File: src/rtl/fft_pkg.sv
// Shared FFT datapath definitions: rounding modes, twiddle format helper, saturation.
package fft_pkg;

    typedef enum logic {
        RND_TRUNC   = 1'b0,
        RND_HALF_UP = 1'b1
    } round_mode_e;

    typedef struct packed {
        logic signed [63:0] value;
        logic               flag;
    } sat_res_t;

    // Number of fractional bits in a Q2.x twiddle component.
    function automatic int tw_frac(input int tw_width);
        return tw_width - 2;
    endfunction

    // Clamp a signed value into a signed field of the given width; flag reports clamping.
    function automatic sat_res_t sat_signed(input logic signed [63:0] value, input int width);
        logic signed [63:0] hi;
        logic signed [63:0] lo;
        sat_res_t           r;
        hi      = (64'sd1 <<< (width - 1)) - 64'sd1;
        lo      = -hi - 64'sd1;
        r.value = value;
        r.flag  = 1'b0;
        if (value > hi) begin
            r.value = hi;
            r.flag  = 1'b1;
        end else if (value < lo) begin
            r.value = lo;
            r.flag  = 1'b1;
        end
        return r;
    endfunction

endpackage

File: src/rtl/tfm_lane.sv
// One complex lane of the twiddle multiplier: S1 products, S2 sums, S3 round/shift/saturate.
module tfm_lane
    import fft_pkg::*;
#(
    parameter int DW         = 16,
    parameter int TW         = 18,
    parameter int ROUND_MODE = 1,
    parameter int SAT        = 1
) (
    input  logic                 clk,
    input  logic                 rst,
    input  logic                 ld1,
    input  logic                 ld2,
    input  logic                 ld3,
    input  logic                 conj_s1,
    input  logic signed [DW-1:0] xr,
    input  logic signed [DW-1:0] xi,
    input  logic signed [TW-1:0] wr,
    input  logic signed [TW-1:0] wi,
    output logic        [DW-1:0] out_re,
    output logic        [DW-1:0] out_im,
    output logic                 out_sat
);

    localparam int PW = DW + TW;
    localparam int SW = PW + 1;
    localparam int TF = tw_frac(TW);
    localparam logic signed [SW-1:0] RND_K =
        (ROUND_MODE == int'(RND_HALF_UP)) ? (SW'(1) <<< (TF - 1)) : '0;

    logic signed [PW-1:0] p_rr_q, p_rr_d, p_ii_q, p_ii_d, p_ri_q, p_ri_d, p_ir_q, p_ir_d;
    logic signed [SW-1:0] s_re_q, s_re_d, s_im_q, s_im_d;
    logic signed [SW-1:0] re_rnd, im_rnd, re_sh, im_sh;
    logic        [DW-1:0] out_re_q, out_re_d, out_im_q, out_im_d;
    logic                 out_sat_q, out_sat_d;
    sat_res_t             re_s, im_s;
    logic                 unused_hi_bits;

    // Next-state for all three datapath stages; each stage holds unless its load enable is set.
    always_comb begin
        p_rr_d    = p_rr_q;
        p_ii_d    = p_ii_q;
        p_ri_d    = p_ri_q;
        p_ir_d    = p_ir_q;
        s_re_d    = s_re_q;
        s_im_d    = s_im_q;
        out_re_d  = out_re_q;
        out_im_d  = out_im_q;
        out_sat_d = out_sat_q;

        // Conjugation flips the sign of the wi terms in the sums, so wi = -2^(TW-1) stays exact.
        re_rnd = s_re_q + RND_K;
        im_rnd = s_im_q + RND_K;
        re_sh  = re_rnd >>> TF;
        im_sh  = im_rnd >>> TF;
        re_s   = sat_signed(64'(re_sh), DW);
        im_s   = sat_signed(64'(im_sh), DW);

        if (ld1) begin
            p_rr_d = PW'(xr) * PW'(wr);
            p_ii_d = PW'(xi) * PW'(wi);
            p_ri_d = PW'(xr) * PW'(wi);
            p_ir_d = PW'(xi) * PW'(wr);
        end
        if (ld2) begin
            s_re_d = conj_s1 ? (SW'(p_rr_q) + SW'(p_ii_q)) : (SW'(p_rr_q) - SW'(p_ii_q));
            s_im_d = conj_s1 ? (SW'(p_ir_q) - SW'(p_ri_q)) : (SW'(p_ri_q) + SW'(p_ir_q));
        end
        if (ld3) begin
            if (SAT != 0) begin
                out_re_d  = re_s.value[DW-1:0];
                out_im_d  = im_s.value[DW-1:0];
                out_sat_d = re_s.flag | im_s.flag;
            end else begin
                out_re_d  = re_sh[DW-1:0];
                out_im_d  = im_sh[DW-1:0];
                out_sat_d = 1'b0;
            end
        end
    end

    assign unused_hi_bits = ^{re_s.value[63:DW], im_s.value[63:DW]};

    // Stage registers; reset clears everything so outputs read zero after reset.
    always_ff @(posedge clk or posedge rst) begin
        if (rst) begin
            p_rr_q    <= '0;
            p_ii_q    <= '0;
            p_ri_q    <= '0;
            p_ir_q    <= '0;
            s_re_q    <= '0;
            s_im_q    <= '0;
            out_re_q  <= '0;
            out_im_q  <= '0;
            out_sat_q <= 1'b0;
        end else begin
            p_rr_q    <= p_rr_d;
            p_ii_q    <= p_ii_d;
            p_ri_q    <= p_ri_d;
            p_ir_q    <= p_ir_d;
            s_re_q    <= s_re_d;
            s_im_q    <= s_im_d;
            out_re_q  <= out_re_d;
            out_im_q  <= out_im_d;
            out_sat_q <= out_sat_d;
        end
    end

    assign out_re  = out_re_q;
    assign out_im  = out_im_q;
    assign out_sat = out_sat_q;

endmodule

File: src/rtl/tfm_pipe.sv
// Multi-lane twiddle factor multiplier: shared 3-stage elastic handshake over LANES datapaths.
module tfm_pipe
    import fft_pkg::*;
#(
    parameter int DATA_WIDTH = 16,
    parameter int TW_WIDTH   = 18,
    parameter int LANES      = 1,
    parameter int ROUND_MODE = 1,
    parameter int SAT        = 1
) (
    input  logic                        clk,
    input  logic                        rst,
    input  logic                        in_valid,
    output logic                        in_ready,
    input  logic                        in_conj,
    input  logic [LANES*DATA_WIDTH-1:0] in_re,
    input  logic [LANES*DATA_WIDTH-1:0] in_im,
    input  logic [LANES*TW_WIDTH-1:0]   tw_re,
    input  logic [LANES*TW_WIDTH-1:0]   tw_im,
    output logic                        out_valid,
    input  logic                        out_ready,
    output logic [LANES*DATA_WIDTH-1:0] out_re,
    output logic [LANES*DATA_WIDTH-1:0] out_im,
    output logic [LANES-1:0]            out_sat
);

    logic v1_q, v1_d, v2_q, v2_d, v3_q, v3_d;
    logic conj1_q, conj1_d;
    logic ready_2, ready_3;
    logic ld1, ld2, ld3;

    // Handshake: a transfer happens on a rising edge where valid & ready are both high. Each
    // stage advances when it is empty or the stage after it advances, so bubbles collapse and
    // a full pipe still accepts input in the same cycle the output is taken.
    always_comb begin
        ready_3  = ~v3_q | out_ready;
        ready_2  = ~v2_q | ready_3;
        in_ready = ~v1_q | ready_2;
        ld1      = in_valid & in_ready;
        ld2      = v1_q & ready_2;
        ld3      = v2_q & ready_3;
        v1_d     = in_ready ? in_valid : v1_q;
        v2_d     = ready_2 ? v1_q : v2_q;
        v3_d     = ready_3 ? v2_q : v3_q;
        conj1_d  = ld1 ? in_conj : conj1_q;
    end

    // Stage valid bits and the conj flag that travels alongside the S1 products.
    always_ff @(posedge clk or posedge rst) begin
        if (rst) begin
            v1_q    <= 1'b0;
            v2_q    <= 1'b0;
            v3_q    <= 1'b0;
            conj1_q <= 1'b0;
        end else begin
            v1_q    <= v1_d;
            v2_q    <= v2_d;
            v3_q    <= v3_d;
            conj1_q <= conj1_d;
        end
    end

    assign out_valid = v3_q;

    for (genvar k = 0; k < LANES; k++) begin : g_lane
        tfm_lane #(
            .DW        (DATA_WIDTH),
            .TW        (TW_WIDTH),
            .ROUND_MODE(ROUND_MODE),
            .SAT       (SAT)
        ) u_lane (
            .clk    (clk),
            .rst    (rst),
            .ld1    (ld1),
            .ld2    (ld2),
            .ld3    (ld3),
            .conj_s1(conj1_q),
            .xr     (in_re[k*DATA_WIDTH +: DATA_WIDTH]),
            .xi     (in_im[k*DATA_WIDTH +: DATA_WIDTH]),
            .wr     (tw_re[k*TW_WIDTH +: TW_WIDTH]),
            .wi     (tw_im[k*TW_WIDTH +: TW_WIDTH]),
            .out_re (out_re[k*DATA_WIDTH +: DATA_WIDTH]),
            .out_im (out_im[k*DATA_WIDTH +: DATA_WIDTH]),
            .out_sat(out_sat[k])
        );
    end

endmodule

File: config.mk
export PLATFORM = sky130hd
export DESIGN_NAME = tfm_pipe
export DESIGN_NICKNAME = d
export VERILOG_FILES = /design/src/rtl/fft_pkg.sv /design/src/rtl/tfm_lane.sv /design/src/rtl/tfm_pipe.sv
export SDC_FILE = /design/constraint.sdc
export NUM_CORES = 2
export LEC_CHECK = 0
export CORE_MARGIN = 2
export CORE_UTILIZATION = 52
export CTS_BUF_LIST = sky130_fd_sc_hd__clkbuf_8
export DETAILED_ROUTE_END_ITERATION = 6
export PLACE_DENSITY = 0.68
export SLEW_MARGIN = 20
export SYNTH_ARGS = -nofsm -noshare
export SYNTH_HDL_FRONTEND = slang
export SYNTH_SLANG_ARGS = --single-unit
File: constraint.sdc
create_clock -name clk -period 11.1 [get_ports clk]
set_input_delay 2.775 -clock clk [delete_from_list [all_inputs] [get_ports clk]]
set_output_delay 2.775 -clock clk [all_outputs]
set_load 0.005 [all_outputs]
== Word-level counts from Yosys, hierarchy flattened ==
Index checks and enable logic that the tools add are counted.

* Add/subtract/negate cells: 6
* $mul: 4
* $lt $le $gt $ge: 4
* Muxes and demuxes: 6
* Bitwise operators: 10

{| class="wikitable"
|+ Operators with widths
! kind !! count
|-
| 16-bit by 18-bit multiplier with 34-bit output || 4
|-
| 34-bit by 34-bit adder with 35-bit output || 2
|-
| 35-bit by 17-bit adder with 35-bit output (second input constant) || 2
|-
| 35-bit 2-to-1 mux || 2
|-
| 34-bit by 34-bit subtractor with 35-bit output || 2
|-
| 17-bit 2-to-1 mux || 4
|-
| 19-bit by 16-bit > comparator with 1-bit output (second input constant) || 2
|-
| 19-bit by 16-bit < comparator with 1-bit output (second input constant) || 2
|-
| 1-bit OR || 4
|-
| 1-bit bitwise AND || 3
|-
| 1-bit inverter || 3
|}

* Bits in registers: 243
* Output and inout bits: 35

== Depth between registers and ports, before layout ==
* Depth in word-level cells: 5
* Gate-level depth with buffers: 25
* Mapped depth without buffers: 24

== Modules after synthesis ==
From an unflattened synthesis, not the netlist that was laid out.

* Cells, all modules: 6056
* Area, all modules: 55703.4 um2

{| class="wikitable"
|+ By module, submodules not included
! module !! times used !! cells an instance !! area an instance (um2)
|-
| tfm_lane || 1 || 6041 || 55513.2
|-
| tfm_pipe || 1 || 15 || 190.2
|}

== Least setup slack after synthesis ==
No wires, ideal clock.

* Path type: input -> register
* Start: input port in_im[7]
* End: register g_lane[0].u_lane.p_ii_q[25]
* Setup time: 122 ps
* Arrival time: 8883 ps
* Slack: 2096 ps
* Stages on the path: 23
* Cells stage by stage: clkbuf_1 -> clkbuf_1 -> nand2_1 -> fa_1 -> inv_1 -> fa_1 -> inv_1 -> fa_1 -> inv_1 -> fa_1 -> fa_1 -> inv_1 -> fa_1 -> inv_1 -> ha_1 -> a21o_1 -> a221o_1 -> or4_1 -> a31oi_1 -> o21ai_1 -> a21o_1 -> a211o_1 -> a32o_1

* Word-level cells in the longest chain between the ends: 1

{| class="wikitable"
|+ RTL lines
! what !! line !! RTL
|-
| from (decl) || tfm_pipe.sv:17 || <nowiki>input logic [LANES*DATA_WIDTH-1:0] in_im,</nowiki>
|-
| 16-bit by 18-bit multiplier with 34-bit output || tfm_lane.sv:61 || <nowiki>p_ii_d = PW'(xi) * PW'(wi);</nowiki>
|-
| to (signal assigned) || tfm_lane.sv:98 || <nowiki>p_ii_q <= p_ii_d;</nowiki>
|-
| to (decl) || tfm_lane.sv:31 || <nowiki>logic signed [PW-1:0] p_rr_q, p_rr_d, p_ii_q, p_ii_d, p_ri_q, p_ri_d, p_ir_q, p_ir_d;</nowiki>
|}

Every way passes these cells.
A chain may end at the register's enable or synchronous reset.

== Worst setup path in the final report ==
* Start: input port in_im[4]
* End: register g_lane[0].u_lane.p_ii_q[32]

The elaborated chain is that of the path after synthesis.

==> impl_metrics.yaml <==
placed_design:
  gp_congestion: 0.977
  placed_area_mm2: 0.0580
  io_buffers: 107
  dp_hpwl_um: 120000
  pre_cts_ws_ps: 747
floorplanning:
  die_x_um: 330
  die_y_um: 330
  io_pins: 108
  num_rows: 119
  dieArea_mm2: 0.109
  start_util_pct: 52.4
  core_area_mm2: 0.105
logic_synthesis:
  netlist_area_mm2: 0.0551
  synth_fp_nets: 7747
  synth_edf_count: 0
  seq_area_frac_synth_pct: 9.67
  yosysWarnings: 0
  synth_ff_type: "dfrtp_1"
  synthCells: 6100
  syn_avg_cell_area_um2: 9.03
  synth.distinct_cells: 78
  synth_seq_cells: 213
  ys_async_sr_fraction_pct: 100
clocking:
  insertion_delay_ps: 710
  cts_buffer_depth: 3
  clock-sinks: 213
  cts-root-buf: "clkbuf_8"
  ctsResizeCount: 0
  ctsHtreeMaxLevel: 2
  clk_pin_slew_worst_paths_ps: 60
  numCtsBuffers: 44
  ctsHoldBuffers: 0
  cts_tree: "built"
  cts_setup_buffers: 0
grt:
  grt_max_degree: 97
  grt_overflow: 0
  grtUsageTotal_pct: 28.2
  grt_pass1_wl_um: 236000
  antenna_found_initial: 7
  grt_pass1_vias: 42521
layout:
  final_cell_mix: "inv_1, fa_1, nand2_1, and2_1, ha_1"
  seq_area_mm2: 0.00533
  finalNetCount: 7762
  final_area_mm2: 0.0590
  layout-drive-gt1-share_pct: 4.51
  mostFrequentLayoutCell: "inv_1"
  nFillCells: 9546
  multi_input_area_mm2: 0.0439
  synthToLayoutAreaGrowth_pct: 7.09
setup_path:
  crit_path_max_fanout: 17
  path_class: "in2reg"
  critical_path_required_ps: 11620
  endpoint_kind: "register"
  start_kind: "input port"
  arrival_ps: 10350
  rr_worst_depth: 17
drt:
  drtIter0Drc: 2786
  dr.pass1.iters: 5
  drc: 0
  postRouteAntennaNets: 0
  wire_per_inst_um: 19.4
  wl_um: 146000
  vias: 40741
  vias_per_cell: 5.40
min_path:
  holdPathStages: 2
  hold_path_class: "reg2reg"
sta:
  slew_viol_final: 0
  rsz0062_at_grt: "false"
  tightest_slew_ps: 1170
  tns_ps: 0
  setup_ws_ps: 1280
  finalCritPeriodShare_pct: 88.5
  max_freq_mhz: 102
  skew_ps: 72.9
  max-slew-margin-rel_pct: 20.0
  hold_viol: 0
  min_period_ps: 9820
  setup_viol: 0
job:
  maxCapViolCount: 0
outcome:
  status: "finished clean"
==> synthesized netlist by cell type (5+ instances only) <==
library cell / instances / area [um2]
or3_1: 5 / 31.3
xnor2_1: 165 / 1450
mux2_2: 38 / 428
o21a_1: 20 / 150
a31o_2: 5 / 43.8
a21boi_0: 5 / 37.5
a31oi_1: 22 / 138
and4_1: 5 / 43.8
a21oi_1: 161 / 806
a21o_1: 83 / 623
o21bai_1: 23 / 173
o21ai_1: 9 / 45.0
clkbuf_1: 264 / 991
nor2_1: 183 / 687
a2111oi_0: 5 / 43.8
buf_1: 12 / 45.0
a211oi_1: 22 / 165
ha_1: 414 / 5180
dfrtp_1: 213 / 5330
and3_1: 19 / 119
and2_1: 545 / 3410
nand3_1: 40 / 200
nor2b_1: 13 / 81.3
a211o_1: 8 / 70.1
nand4_1: 27 / 169
inv_1: 1297 / 4870
o31ai_1: 15 / 113
nand2_1: 790 / 2970
nor3_1: 48 / 240
o211ai_1: 8 / 60.1
fa_1: 1160 / 23200
o21ai_0: 235 / 1180
nand2b_1: 39 / 244
nor4_1: 9 / 56.3
xor2_1: 114 / 998
==> sequential cells by signal, indices dropped and copies added (netlist names) <==
register               count
g_lane.u_lane.p_ii_q      34
g_lane.u_lane.p_ir_q      34
g_lane.u_lane.p_ri_q      34
g_lane.u_lane.p_rr_q      34
g_lane.u_lane.s_im_q      20
g_lane.u_lane.s_re_q      20
g_lane.u_lane.out_im      16
g_lane.u_lane.out_re      16
conj1_q                    1
g_lane.u_lane.out_sat      1
out_valid                  1
v1_q                       1
v2_q                       1
==> logic make-up (layout without fill, tap and decap cells) <==
family	Yosys count	after routing	synth area share, %
and+or+nand+nor	1751	1751	15.4
other	0	3	0
muxes	42	42	0.849
AOI/OAI and AO/OA	666	666	7.40
xor gates and xnor gates	279	279	4.43
buffers and inverters	1575	1620	10.7
DFF	213	213	9.67
adders and majority gates	1574	1574	51.5
==> per-stage QoR <==
step                hold WS [ps]  instances  utilization [%]
detailed placement           468       7460             55.1
finish                       473       7539             56.1
global route                 498       7537             56.1
floorplan                    449       6100                -
CTS                          481       7536             56.1
global placement             460       7460             55.1
==> final timing paths <==
check	startpoint	endpoint	slack [ps]
worst max-delay path	in_im[4]	g_lane[0].u_lane.p_ii_q[32]$_DFFE_PP0P_	1280
worst min-delay path	g_lane[0].u_lane.out_im[0]$_DFFE_PP0P_	g_lane[0].u_lane.out_im[0]$_DFFE_PP0P_	470
worst max register to register	g_lane[0].u_lane.p_ii_q[2]$_DFFE_PP0P_	g_lane[0].u_lane.s_re_q[34]$_DFFE_PP0P_	5760
worst min register to register	g_lane[0].u_lane.out_im[0]$_DFFE_PP0P_	g_lane[0].u_lane.out_im[0]$_DFFE_PP0P_	470
max in group asynchronous	rst	g_lane[0].u_lane.p_rr_q[12]$_DFFE_PP0P_	7150
min in group asynchronous	rst	g_lane[0].u_lane.p_ri_q[30]$_DFFE_PP0P_	2580
==> area by class of cell <==
cell class                      count  area share [%]
Antenna cell                        3          0.0127
Clock inverter                     24           0.513
Timing Repair Buffer              246            3.67
Sequential cell                   213            9.03
Tap cell                         1391            2.95
Multi-Input combinational cell   4312            74.3
Clock buffer                       52            1.21
Inverter                         1298            8.27
==> worst max-delay path: stages <==
cell and delay, ps:
clkdlybuf4s50_1 950, buf_4 460, and2_1 190, fa_1 530, inv_1 50, fa_1 390
fa_1 440, fa_1 490, inv_1 50, fa_1 520, inv_1 50, fa_1 470
inv_1 40, ha_1 370, a21o_1 200, a21o_1 150, a21oi_1 100, a2bb2oi_1 210
a2111oi_0 1050, o31ai_1 300, a21oi_1 200, a21oi_1 90, xor2_1 140, o21ai_0 80
==> layer usage <==
layer | track usage (%) | part of all wire (%) | up-vias
met5 | 0 | 0.018 | -
met4 | 7.61 | 2.9 | 4
met3 | 4.54 | 7.2 | 190
met2 | 45.3 | 47 | 1262
met1 | 39.8 | 43 | 20876
li1 | - | - | 18409
Power is left out: the tool's default activity adds up to more than one toggle a clock period on the data nets, which glitch-free logic cannot reach.
